File: config.mk
export PLATFORM = sky130hd
export DESIGN_NAME = ahb_to_apb_bridge_flat
export DESIGN_NICKNAME = d
export VERILOG_FILES = /design/src/rtl/ahb_to_apb_bridge_if.sv /design/src/rtl/ahb_to_apb_bridge.sv /design/src/flat_wrapper.sv
export SDC_FILE = /design/constraint.sdc
export NUM_CORES = 1
export LEC_CHECK = 0
export CORE_ASPECT_RATIO = 2
export CORE_MARGIN = 10
export CORE_UTILIZATION = 44
export CTS_BUF_LIST = sky130_fd_sc_hd__clkbuf_8
export CTS_CLUSTER_SIZE = 28
export DETAILED_ROUTE_END_ITERATION = 10
export GPL_TIMING_DRIVEN = 0
export HOLD_SLACK_MARGIN = 0.06
export PLACE_DENSITY = 0.88
export SLEW_MARGIN = 20
export SYNTH_ARGS = -nofsm -noshare
export SYNTH_HDL_FRONTEND = slang
export SYNTH_SLANG_ARGS = --single-unit
File: constraint.sdc
create_clock -name HCLK -period 3.8 [get_ports HCLK]
set_input_delay 0.38 -clock HCLK [delete_from_list [all_inputs] [get_ports HCLK]]
set_output_delay 0.38 -clock HCLK [all_outputs]
set_load 0.01 [all_outputs]
File: src/rtl/ahb_to_apb_bridge_if.sv
// Bus bundle for the AHB-Lite to APB3 bridge: AHB slave side, APB master side,
// the RCC clock-enable input and the APB_ACTIVE clock request.
interface ahb_to_apb_bridge_if #(
  parameter int ADDRWIDTH = 16
);
  logic                 PCLKEN;
  logic                 HSEL;
  logic [ADDRWIDTH-1:0] HADDR;
  logic [1:0]           HTRANS;
  logic [2:0]           HSIZE;
  logic                 HWRITE;
  logic                 HREADY;
  logic [31:0]          HWDATA;
  logic                 HREADYOUT;
  logic                 HRESP;
  logic [31:0]          HRDATA;
  logic [ADDRWIDTH-1:0] PADDR;
  logic                 PSEL;
  logic                 PENABLE;
  logic                 PWRITE;
  logic [3:0]           PSTRB;
  logic [31:0]          PWDATA;
  logic [31:0]          PRDATA;
  logic                 PREADY;
  logic                 PSLVERR;
  logic                 APB_ACTIVE;

  modport slave (
    input  PCLKEN, HSEL, HADDR, HTRANS, HSIZE, HWRITE, HREADY, HWDATA,
    input  PRDATA, PREADY, PSLVERR,
    output HREADYOUT, HRESP, HRDATA,
    output PADDR, PSEL, PENABLE, PWRITE, PSTRB, PWDATA, APB_ACTIVE
  );

  modport master (
    output PCLKEN, HSEL, HADDR, HTRANS, HSIZE, HWRITE, HREADY, HWDATA,
    output PRDATA, PREADY, PSLVERR,
    input  HREADYOUT, HRESP, HRDATA,
    input  PADDR, PSEL, PENABLE, PWRITE, PSTRB, PWDATA, APB_ACTIVE
  );
endinterface

File: src/rtl/ahb_to_apb_bridge.sv
// AHB-Lite slave to APB3 master bridge, one transfer at a time, APB paced by PCLKEN.
// Optional macro APB_ERR_RESP_EN: PSLVERR produces a two-cycle AHB ERROR response.
module ahb_to_apb_bridge #(
  parameter int ADDRWIDTH = 16
) (
  input  logic                 HCLK,
  input  logic                 HRESETn,
  ahb_to_apb_bridge_if.slave   bus
);

  typedef enum logic [2:0] {
    S_IDLE, S_WAIT, S_SETUP, S_ACCESS, S_ERR1, S_ERR2
  } state_t;

  state_t               r_state, w_state_nxt;
  logic                 r_psel, w_psel_nxt;
  logic                 r_penable, w_penable_nxt;
  logic                 r_hreadyout, w_hreadyout_nxt;
  logic                 r_hresp, w_hresp_nxt;
  logic                 r_dphase;
  logic [ADDRWIDTH-1:0] r_paddr;
  logic                 r_pwrite;
  logic [3:0]           r_pstrb;
  logic [31:0]          r_pwdata;
  logic [31:0]          r_hrdata;
  logic                 w_req;
  logic                 w_accept;
  logic                 w_complete;
  logic [3:0]           w_strb;

  assign w_req      = bus.HSEL & bus.HTRANS[1] & bus.HREADY;
  assign w_accept   = (r_state == S_IDLE) & w_req;
  assign w_complete = (r_state == S_ACCESS) & bus.PCLKEN & bus.PREADY;

  always_comb begin
    w_strb = 4'h0;
    if (bus.HWRITE) begin
      case (bus.HSIZE)
        3'd0:    w_strb = 4'b0001 << bus.HADDR[1:0];
        3'd1:    w_strb = 4'b0011 << {bus.HADDR[1], 1'b0};
        default: w_strb = 4'hF;
      endcase
    end
  end

  always_ff @(posedge HCLK or negedge HRESETn) begin
    if (!HRESETn) begin
      r_state     <= S_IDLE;
      r_psel      <= 1'b0;
      r_penable   <= 1'b0;
      r_hreadyout <= 1'b1;
      r_hresp     <= 1'b0;
      r_dphase    <= 1'b0;
    end else begin
      r_state     <= w_state_nxt;
      r_psel      <= w_psel_nxt;
      r_penable   <= w_penable_nxt;
      r_hreadyout <= w_hreadyout_nxt;
      r_hresp     <= w_hresp_nxt;
      r_dphase    <= w_accept;
    end
  end

  // APB phases only advance on PCLKEN edges; error states run at HCLK rate
  always_comb begin
    w_state_nxt     = r_state;
    w_psel_nxt      = r_psel;
    w_penable_nxt   = r_penable;
    w_hreadyout_nxt = r_hreadyout;
    w_hresp_nxt     = r_hresp;
    case (r_state)
      S_IDLE: begin
        if (w_accept) begin
          w_state_nxt     = S_WAIT;
          w_hreadyout_nxt = 1'b0;
        end
      end
      S_WAIT: begin
        if (bus.PCLKEN) begin
          w_psel_nxt    = 1'b1;
          w_penable_nxt = 1'b0;
          w_state_nxt   = S_SETUP;
        end
      end
      S_SETUP: begin
        if (bus.PCLKEN) begin
          w_penable_nxt = 1'b1;
          w_state_nxt   = S_ACCESS;
        end
      end
      S_ACCESS: begin
        if (w_complete) begin
          w_psel_nxt    = 1'b0;
          w_penable_nxt = 1'b0;
`ifdef APB_ERR_RESP_EN
          if (bus.PSLVERR) begin
            w_hresp_nxt = 1'b1;
            w_state_nxt = S_ERR1;
          end else begin
            w_hreadyout_nxt = 1'b1;
            w_state_nxt     = S_IDLE;
          end
`else
          w_hreadyout_nxt = 1'b1;
          w_state_nxt     = S_IDLE;
`endif
        end
      end
      S_ERR1: begin
        w_hreadyout_nxt = 1'b1;
        w_state_nxt     = S_ERR2;
      end
      S_ERR2: begin
        w_hresp_nxt = 1'b0;
        w_state_nxt = S_IDLE;
      end
      default: begin
        w_state_nxt = S_IDLE;
      end
    endcase
  end

  // PWDATA follows the AHB data phase, one edge after the address was accepted
  always_ff @(posedge HCLK or negedge HRESETn) begin
    if (!HRESETn) begin
      r_paddr  <= '0;
      r_pwrite <= 1'b0;
      r_pstrb  <= 4'h0;
      r_pwdata <= 32'h0;
      r_hrdata <= 32'h0;
    end else begin
      if (w_accept) begin
        r_paddr  <= {bus.HADDR[ADDRWIDTH-1:2], 2'b00};
        r_pwrite <= bus.HWRITE;
        r_pstrb  <= w_strb;
      end
      if (r_dphase) begin
        r_pwdata <= bus.HWDATA;
      end
      if (w_complete && !r_pwrite) begin
        r_hrdata <= bus.PRDATA;
      end
    end
  end

  assign bus.HREADYOUT  = r_hreadyout;
  assign bus.HRDATA     = r_hrdata;
  assign bus.PADDR      = r_paddr;
  assign bus.PSEL       = r_psel;
  assign bus.PENABLE    = r_penable;
  assign bus.PWRITE     = r_pwrite;
  assign bus.PSTRB      = r_pstrb;
  assign bus.PWDATA     = r_pwdata;
  assign bus.APB_ACTIVE = (r_state != S_IDLE) | w_req;

  logic w_unused;
`ifdef APB_ERR_RESP_EN
  assign bus.HRESP = r_hresp;
  assign w_unused  = bus.HTRANS[0];
`else
  assign bus.HRESP = 1'b0;
  assign w_unused  = bus.HTRANS[0] | bus.PSLVERR | r_hresp;
`endif

endmodule

File: src/flat_wrapper.sv
// flat-port wrapper written by rule: the top's interface ports become plain ports
module ahb_to_apb_bridge_flat 
#(
  parameter int ADDRWIDTH = 16
)
  (HCLK, HRESETn, bus_PCLKEN, bus_HSEL, bus_HADDR, bus_HTRANS, bus_HSIZE, bus_HWRITE, bus_HREADY, bus_HWDATA, bus_PRDATA, bus_PREADY, bus_PSLVERR, bus_HREADYOUT, bus_HRESP, bus_HRDATA, bus_PADDR, bus_PSEL, bus_PENABLE, bus_PWRITE, bus_PSTRB, bus_PWDATA, bus_APB_ACTIVE);
  ahb_to_apb_bridge_if #(.ADDRWIDTH(ADDRWIDTH)) bus_i ();
  input  logic HCLK;
  input  logic HRESETn;
  input wire logic [$bits(bus_i.PCLKEN)-1:0] bus_PCLKEN;
  input wire logic [$bits(bus_i.HSEL)-1:0] bus_HSEL;
  input wire logic [$bits(bus_i.HADDR)-1:0] bus_HADDR;
  input wire logic [$bits(bus_i.HTRANS)-1:0] bus_HTRANS;
  input wire logic [$bits(bus_i.HSIZE)-1:0] bus_HSIZE;
  input wire logic [$bits(bus_i.HWRITE)-1:0] bus_HWRITE;
  input wire logic [$bits(bus_i.HREADY)-1:0] bus_HREADY;
  input wire logic [$bits(bus_i.HWDATA)-1:0] bus_HWDATA;
  input wire logic [$bits(bus_i.PRDATA)-1:0] bus_PRDATA;
  input wire logic [$bits(bus_i.PREADY)-1:0] bus_PREADY;
  input wire logic [$bits(bus_i.PSLVERR)-1:0] bus_PSLVERR;
  output wire logic [$bits(bus_i.HREADYOUT)-1:0] bus_HREADYOUT;
  output wire logic [$bits(bus_i.HRESP)-1:0] bus_HRESP;
  output wire logic [$bits(bus_i.HRDATA)-1:0] bus_HRDATA;
  output wire logic [$bits(bus_i.PADDR)-1:0] bus_PADDR;
  output wire logic [$bits(bus_i.PSEL)-1:0] bus_PSEL;
  output wire logic [$bits(bus_i.PENABLE)-1:0] bus_PENABLE;
  output wire logic [$bits(bus_i.PWRITE)-1:0] bus_PWRITE;
  output wire logic [$bits(bus_i.PSTRB)-1:0] bus_PSTRB;
  output wire logic [$bits(bus_i.PWDATA)-1:0] bus_PWDATA;
  output wire logic [$bits(bus_i.APB_ACTIVE)-1:0] bus_APB_ACTIVE;
  assign bus_i.PCLKEN = bus_PCLKEN;
  assign bus_i.HSEL = bus_HSEL;
  assign bus_i.HADDR = bus_HADDR;
  assign bus_i.HTRANS = bus_HTRANS;
  assign bus_i.HSIZE = bus_HSIZE;
  assign bus_i.HWRITE = bus_HWRITE;
  assign bus_i.HREADY = bus_HREADY;
  assign bus_i.HWDATA = bus_HWDATA;
  assign bus_i.PRDATA = bus_PRDATA;
  assign bus_i.PREADY = bus_PREADY;
  assign bus_i.PSLVERR = bus_PSLVERR;
  assign bus_HREADYOUT = bus_i.HREADYOUT;
  assign bus_HRESP = bus_i.HRESP;
  assign bus_HRDATA = bus_i.HRDATA;
  assign bus_PADDR = bus_i.PADDR;
  assign bus_PSEL = bus_i.PSEL;
  assign bus_PENABLE = bus_i.PENABLE;
  assign bus_PWRITE = bus_i.PWRITE;
  assign bus_PSTRB = bus_i.PSTRB;
  assign bus_PWDATA = bus_i.PWDATA;
  assign bus_APB_ACTIVE = bus_i.APB_ACTIVE;
  ahb_to_apb_bridge #(.ADDRWIDTH(ADDRWIDTH)) u_core (.HCLK(HCLK), .HRESETn(HRESETn), .bus(bus_i));
endmodule
==> results of run 1 <==
## worst paths after layout
| check | end | slack, ps | startpoint |
|---|---|---|---|
| min | u_core.bus.HRDATA[6]$_DFFE_PN0P_ | 500 | u_core.bus.HRDATA[6]$_DFFE_PN0P_ |
| max in group asynchronous | u_core.bus.HRDATA[4]$_DFFE_PN0P_ | 2560 | HRESETn |
| min reg2reg | u_core.bus.HRDATA[6]$_DFFE_PN0P_ | 500 | u_core.bus.HRDATA[6]$_DFFE_PN0P_ |
| min in group asynchronous | u_core.bus.PWDATA[8]$_DFFE_PN0P_ | 580 | HRESETn |
| max | bus_APB_ACTIVE | 1790 | u_core.r_state[0]$_DFFE_PN0P_ |
| max reg2reg | u_core.bus.HRDATA[21]$_DFFE_PN0P_ | 2070 | u_core.r_state[2]$_DFFE_PN0P_ |
## cells in the mapped netlist
cell | count | area, µm²
nand3_1 | 2 | 10.0
buf_2 | 3 | 15.0
inv_1 | 4 | 15.0
clkbuf_1 | 1 | 3.75
a31oi_1 | 2 | 12.5
o21ai_0 | 7 | 35.0
nand2b_1 | 2 | 12.5
nand2_1 | 4 | 15.0
nor3_4 | 1 | 16.3
nor2_1 | 3 | 11.3
mux2_2 | 80 | 901
conb_1 | 1 | 3.75
dfstp_2 | 1 | 26.3
a21oi_1 | 2 | 10.0
nor3_1 | 1 | 5.00
a211o_1 | 1 | 8.76
dfrtp_1 | 89 | 2230
nor2b_1 | 1 | 6.26
a311o_1 | 1 | 10.0
nand3b_1 | 1 | 7.51
buf_6 | 6 | 67.6
nand4_2 | 1 | 12.5
o2bb2ai_1 | 1 | 8.76
nor3_2 | 1 | 10.0
buf_4 | 4 | 30.0
o31ai_1 | 1 | 7.51
o41ai_1 | 1 | 8.76
mux2_1 | 3 | 33.8
## metal layers
metal	wire, µm	share of wire [%]	track usage [%]	vias up
li1	-	-	-	1165
met1	3160	31	14.2	1244
met5	0	0	0	-
met4	350	3.4	8.73	0
met3	669	6.5	5.79	18
met2	6140	59	32.7	96
## logic make-up after synthesis
group | count (synthesis)
multiplexers | 83
AND/OR/NAND/NOR | 17
AO/OA/AOI/OAI | 16
buffers and inverters | 18
other | 1
flip-flops | 90
## power by group through the flow
stage	combinational [mW]	sequential, mW	clock [mW]
after global placement	1.93	1.64	0
after CTS	1.99	1.66	0.640
final	1.95	1.66	0.616
after detailed placement	1.98	1.68	0
after global routing	2.06	1.72	0.681
after floorplan	0.540	1.87	0
## registers in the layout, summed over array words and instances, names as in the netlist
name,count
u_core.bus.HRDATA,32
u_core.bus.HREADYOUT,1
u_core.bus.PADDR,14
u_core.bus.PENABLE,1
u_core.bus.PSEL,1
u_core.bus.PSTRB,4
u_core.bus.PWDATA,32
u_core.bus.PWRITE,1
u_core.r_dphase,1
u_core.r_state,3
## metrics by stage
| step | util [%] | hold slack, ps |
|---|---|---|
| after global routing | 71.6 | 523 |
| after floorplan | - | 84.4 |
| final | 71.6 | 499 |
| after global placement | 68.9 | 469 |
| after detailed placement | 69.1 | 425 |
| after CTS | 71.6 | 499 |
## critical path, delay by kind of cell, from the launching register on
family                 cells  cell delay, ps
DFF                        1             380
buffers and inverters      2             630
and+or+nand+nor            2             280
## repair_timing
| action | CTS | global route |
|---|---|---|
| gates resized for setup | 0 | 0 |
| endpoints found under the hold margin | 44 | 0 |
| hold buffers | 1 | 0 |
## final cells by class
type | count | share of cell area (%)
Clock buffer | 12 | 2.92
Inverter | 4 | 0.266
Sequential cell | 90 | 39.9
Clock inverter | 4 | 0.465
Buffer | 14 | 2.06
Multi-Input combinational cell | 119 | 20.4
Timing Repair Buffer | 179 | 31.8
Tap cell | 96 | 2.13
==> flow_summary.yaml, run 1 <==
sta:
  period_minus_slack_ps: 2010
  tightest_slew_ps: 605
  timing.final.ws_setup_ps: 1790
  finalSetupViolCount: 0
  setup-tns-final_ps: 0
  maxClockFrequency_mhz: 497
  fin_crit_sh_pct: 52.9
  fin_worst_skew_ps: 11.5
  rsz0062_at_grt: "no"
  maxSlewViolCount: 0
  relSlewSlack_pct: 59.7
  hold_viol_final: 0
finish:
  fin_area_mm2: 0.00565
  num_antenna_cells: 0
  fill_cells: 559
  nets: 510
  drive_gt1_share_pct: 27.0
  final-seq-area_mm2: 0.00225
  finalNonFillerCells: 518
  most-common-layout-cells: "clkdlybuf4s50_1, dfrtp_1, mux2_2"
  final_common_cell: "clkdlybuf4s50_1"
  multi_input_area_mm2: 0.00115
  area_growth_pct: 60.0
detailed_routing:
  routed_wl_um: 10300
  routedWlPerCell_um: 19.9
  remaining_drc_errors: 0
  viasPerCell: 4.87
  drt_iter0_markers: 61
  dr.pass1.iters: 4
  vias: 2523
  drtAntennaViolNets: 0
power_and_ir_drop:
  p_switching_mw: 1.29
  p_leak_nw: 2.42
  power_frac_comb_pct: 46.2
  p_int_mw: 2.94
  power_mw: 4.22
  ir_drop_v: 0.000438
  pwr-share-seq_pct: 39.2
  sw_frac_of_total_pct: 30.4
  clkPwrFrac_pct: 14.6
  power.density_mw_per_mm2: 748
global_routing:
  grt-ovfl-total: 0
  grt_max_degree: 47
  antenna_found_initial: 0
  grt_pass1_wl_um: 16000
  grt_usage_pct: 16.8
  grt_pass1_vias: 2873
floorplan:
  rows: 46
  pin_count: 183
  start_util_pct: 44.8
  die_y_um: 147
  fp.dieW_um: 83.3
  die-area_mm2: 0.0122
  core_area_mm2: 0.00789
cts:
  h-tree-depth: 3
  clk_latency_ps: 360
  tritoncts: "yes"
  cts_buffer_depth: 2
  clock_sinks: 90
  cts-root-buf: "clkbuf_8"
  postCtsSetupBuffers: 0
  numCtsBuffers: 9
  clk_pin_slew_ps: 90
run_status:
  status: "completed"
logic_synthesis:
  synth_top_family_by_area: "multiplexers"
  ys_ff_latch: 90
  yosysWarnings: 0
  synthAdderAreaFrac_pct: 0
  synthMuxAreaShare_pct: 26.5
  postSynthAreaPerCell_um2: 15.7
  synth_xor_area_share_pct: 0
  syn-cell-area_mm2: 0.00353
  ys_seq_area_share_pct: 63.8
  synth-simple-area-share_pct: 3.01
  netlist_instances: 225
  synth_compound_area_share_pct: 2.87
  ys_types: 28
critical_path:
  cp.required_ps: 3420
  worstSetupStartpointType: "flip-flop"
  worstSetupPathType: "flip-flop to output port"
  path_cells: "buf_6 -> nor3_2 -> nand2_1 -> clkdlybuf4s50_1"
  path_max_fanout: 10
  cp_slowest_stage_delay_ps: 490
  rr_worst_depth: 4
  critPathSlowestCell: "clkdlybuf4s50_1"
  critical_path_arrival_ps: 1630
  end_kind: "output port"
hold_path:
  hold_depth: 1
  hold_path_class: "flip-flop to flip-flop"
placement:
  dp.cells: 501
  port_buffers: 177
  pre_cts_ws_ps: 1580
  hpwl_um: 8490
  gp_congestion: 0.749
  dpl_cell_area_mm2: 0.00545
job:
  maxCapViolations: 0
Note: power is estimated with default switching activity, not from simulation.
==> run 2, diff against run 1 <==
Settings changed: CORE_UTILIZATION 44 to 37, PLACE_DENSITY 0.88 to 0.79.
Clock period 3.8 ns to 1.81 ns, I/O delays scaled along.
==> flow_summary.yaml, run 2 (synthesized netlist as in run 1, its figures left out) <==
cts:
  clock_sinks: 90
  cts_buffer_depth: 2
  tritoncts: "yes"
  clk_pin_slew_ps: 90
  h-tree-depth: 3
  cts-root-buf: "clkbuf_8"
  clk_latency_ps: 350
  numCtsBuffers: 9
power_and_ir_drop:
  p_leak_nw: 2.45
  sw_frac_of_total_pct: 29.5
  p_int_mw: 6.38
  power.density_mw_per_mm2: 1580
  p_switching_mw: 2.67
  clkPwrFrac_pct: 16.5
  power_mw: 9.05
  power_frac_comb_pct: 45.4
  pwr-share-seq_pct: 38.1
  ir_drop_v: 0.00101
placement:
  gp_congestion: 0.740
  port_buffers: 177
  hpwl_um: 8490
  dp.cells: 509
  pre_cts_ws_ps: -206
sta:
  timing.final.ws_setup_ps: 87.1
  fin_crit_sh_pct: 95.2
  period_minus_slack_ps: 1720
  maxSlewViolCount: 0
  tightest_slew_ps: 579
  maxClockFrequency_mhz: 580
  finalSetupViolCount: 0
  relSlewSlack_pct: 61.4
  rsz0062_at_grt: "no"
  hold_viol_final: 0
  fin_worst_skew_ps: 12.2
global_routing:
  antenna_found_initial: 0
  grt_max_degree: 49
  grt_pass1_vias: 2879
  grt_usage_pct: 14.5
  grt-ovfl-total: 0
  grt_pass1_wl_um: 15300
detailed_routing:
  dr.pass1.iters: 4
  remaining_drc_errors: 0
  routedWlPerCell_um: 19.5
  viasPerCell: 4.81
  vias: 2538
  drtAntennaViolNets: 0
  drt_iter0_markers: 70
  routed_wl_um: 10300
floorplan:
  core_area_mm2: 0.00932
  fp.dieW_um: 89.1
  die-area_mm2: 0.0141
  die_y_um: 158
  pin_count: 183
  start_util_pct: 37.9
  rows: 50
critical_path:
  cpLargestDelayFamily: "simple AND/OR/NAND/NOR gates"
  setup.worst_path.start: "u_core.r_state[2]$_DFFE_PN0P_"
  critPathBufInv: 2
  cp_slowest_stage_delay_ps: 450
  path_cells: "nand3b_1 -> nor3_4 -> buf_4 -> buf_6 -> mux2_2"
  worstReg2RegEnd: "u_core.bus.HRDATA[26]$_DFFE_PN0P_"
  worstSetupStartpointType: "flip-flop"
  rr_worst_depth: 5
  worstSetupPathType: "flip-flop to flip-flop"
  r2r_slack_ps: 90
  path_max_fanout: 10
  cp.required_ps: 2040
  critical_path_arrival_ps: 1950
  worstReg2RegStart: "u_core.r_state[2]$_DFFE_PN0P_"
  critPathSlowestCell: "dfrtp_1"
  end_kind: "flip-flop"
finish:
  utilization_pct: 61.2
  num_antenna_cells: 0
  area_growth_pct: 61.7
  fill_cells: 736
  drive_gt1_share_pct: 27.4
  final_common_cell: "clkdlybuf4s50_1"
  nets: 512
  most-common-layout-cells: "clkdlybuf4s50_1, dfrtp_1, mux2_2"
  finalNonFillerCells: 528
job:
  maxCapViolations: 0
hold_path:
  hold_path_class: "input pin to async pin"
run_status:
  status: "completed"
[run 2: per-stage QoR]
step | hold slack (ps) | cell area [µm²] | setup TNS [ps]
finish | 360 | 5710 | 0
global route | 386 | 5710 | 0
CTS | 374 | 5690 | 0
detailed placement | 221 | 5470 | -5780
global placement | 468 | 5440 | -244530
floorplan | -115 | 3540 | 0
[run 2: layout make-up]
class,count,area [µm²],area share [%]
clock buffers,10,138,2.41
well taps,104,130,2.28
inverters,4,15.0,0.263
repair buffers,181,1820,31.9
clock inverters,6,81.3,1.42
plain buffers,14,116,2.04
flip-flops and latches,90,2250,39.5
multi-input cells,119,1150,20.2
[run 2: worst max-delay path by stage]
stage | end | slack (ps) | cells after the start
after floorplan | u_core.bus.HRDATA[10]$_DFFE_PN0P_ | 300 | 4
after global placement | u_core.bus.PADDR[12]$_DFFE_PN0P_ | -2680 | 1
after detailed placement | u_core.bus.HRDATA[26]$_DFFE_PN0P_ | -210 | 5
after CTS | u_core.bus.HRDATA[26]$_DFFE_PN0P_ | 40 | 4
after global routing | u_core.bus.HRDATA[26]$_DFFE_PN0P_ | 30 | 5
final | u_core.bus.HRDATA[26]$_DFFE_PN0P_ | 90 | 5
[run 2: power by group through the flow]
| stage | Clock (mW) | Combinational (mW) | Sequential [mW] |
|---|---|---|---|
| 3_5_place_dp | 0 | 4.19 | 3.51 |
| 6_report | 1.49 | 4.11 | 3.45 |
| 3_3_place_gp | 0 | 4.10 | 3.45 |
| 5_1_grt | 1.61 | 4.36 | 3.58 |
| 4_1_cts | 1.54 | 4.20 | 3.46 |
| 2_1_floorplan | 0 | 1.13 | 3.94 |
[run 2: timing repair]
action	CTS	global route
resized for setup	1	0
setup buffers	0	2
endpoints found under the hold margin	41	0
endpoints found under the setup margin	1	6
hold buffers	1	0
pin swaps	0	1
[run 2: per-layer routing]
metal  GRT usage (%)  vias to the layer above  wire length (µm)
li1                -                     1172                 -
met1            13.3                     1257              3280
met2            27.9                       95              6130
met3            4.89                       14               685
met4            5.26                        0               190
met5               0                        -                 0
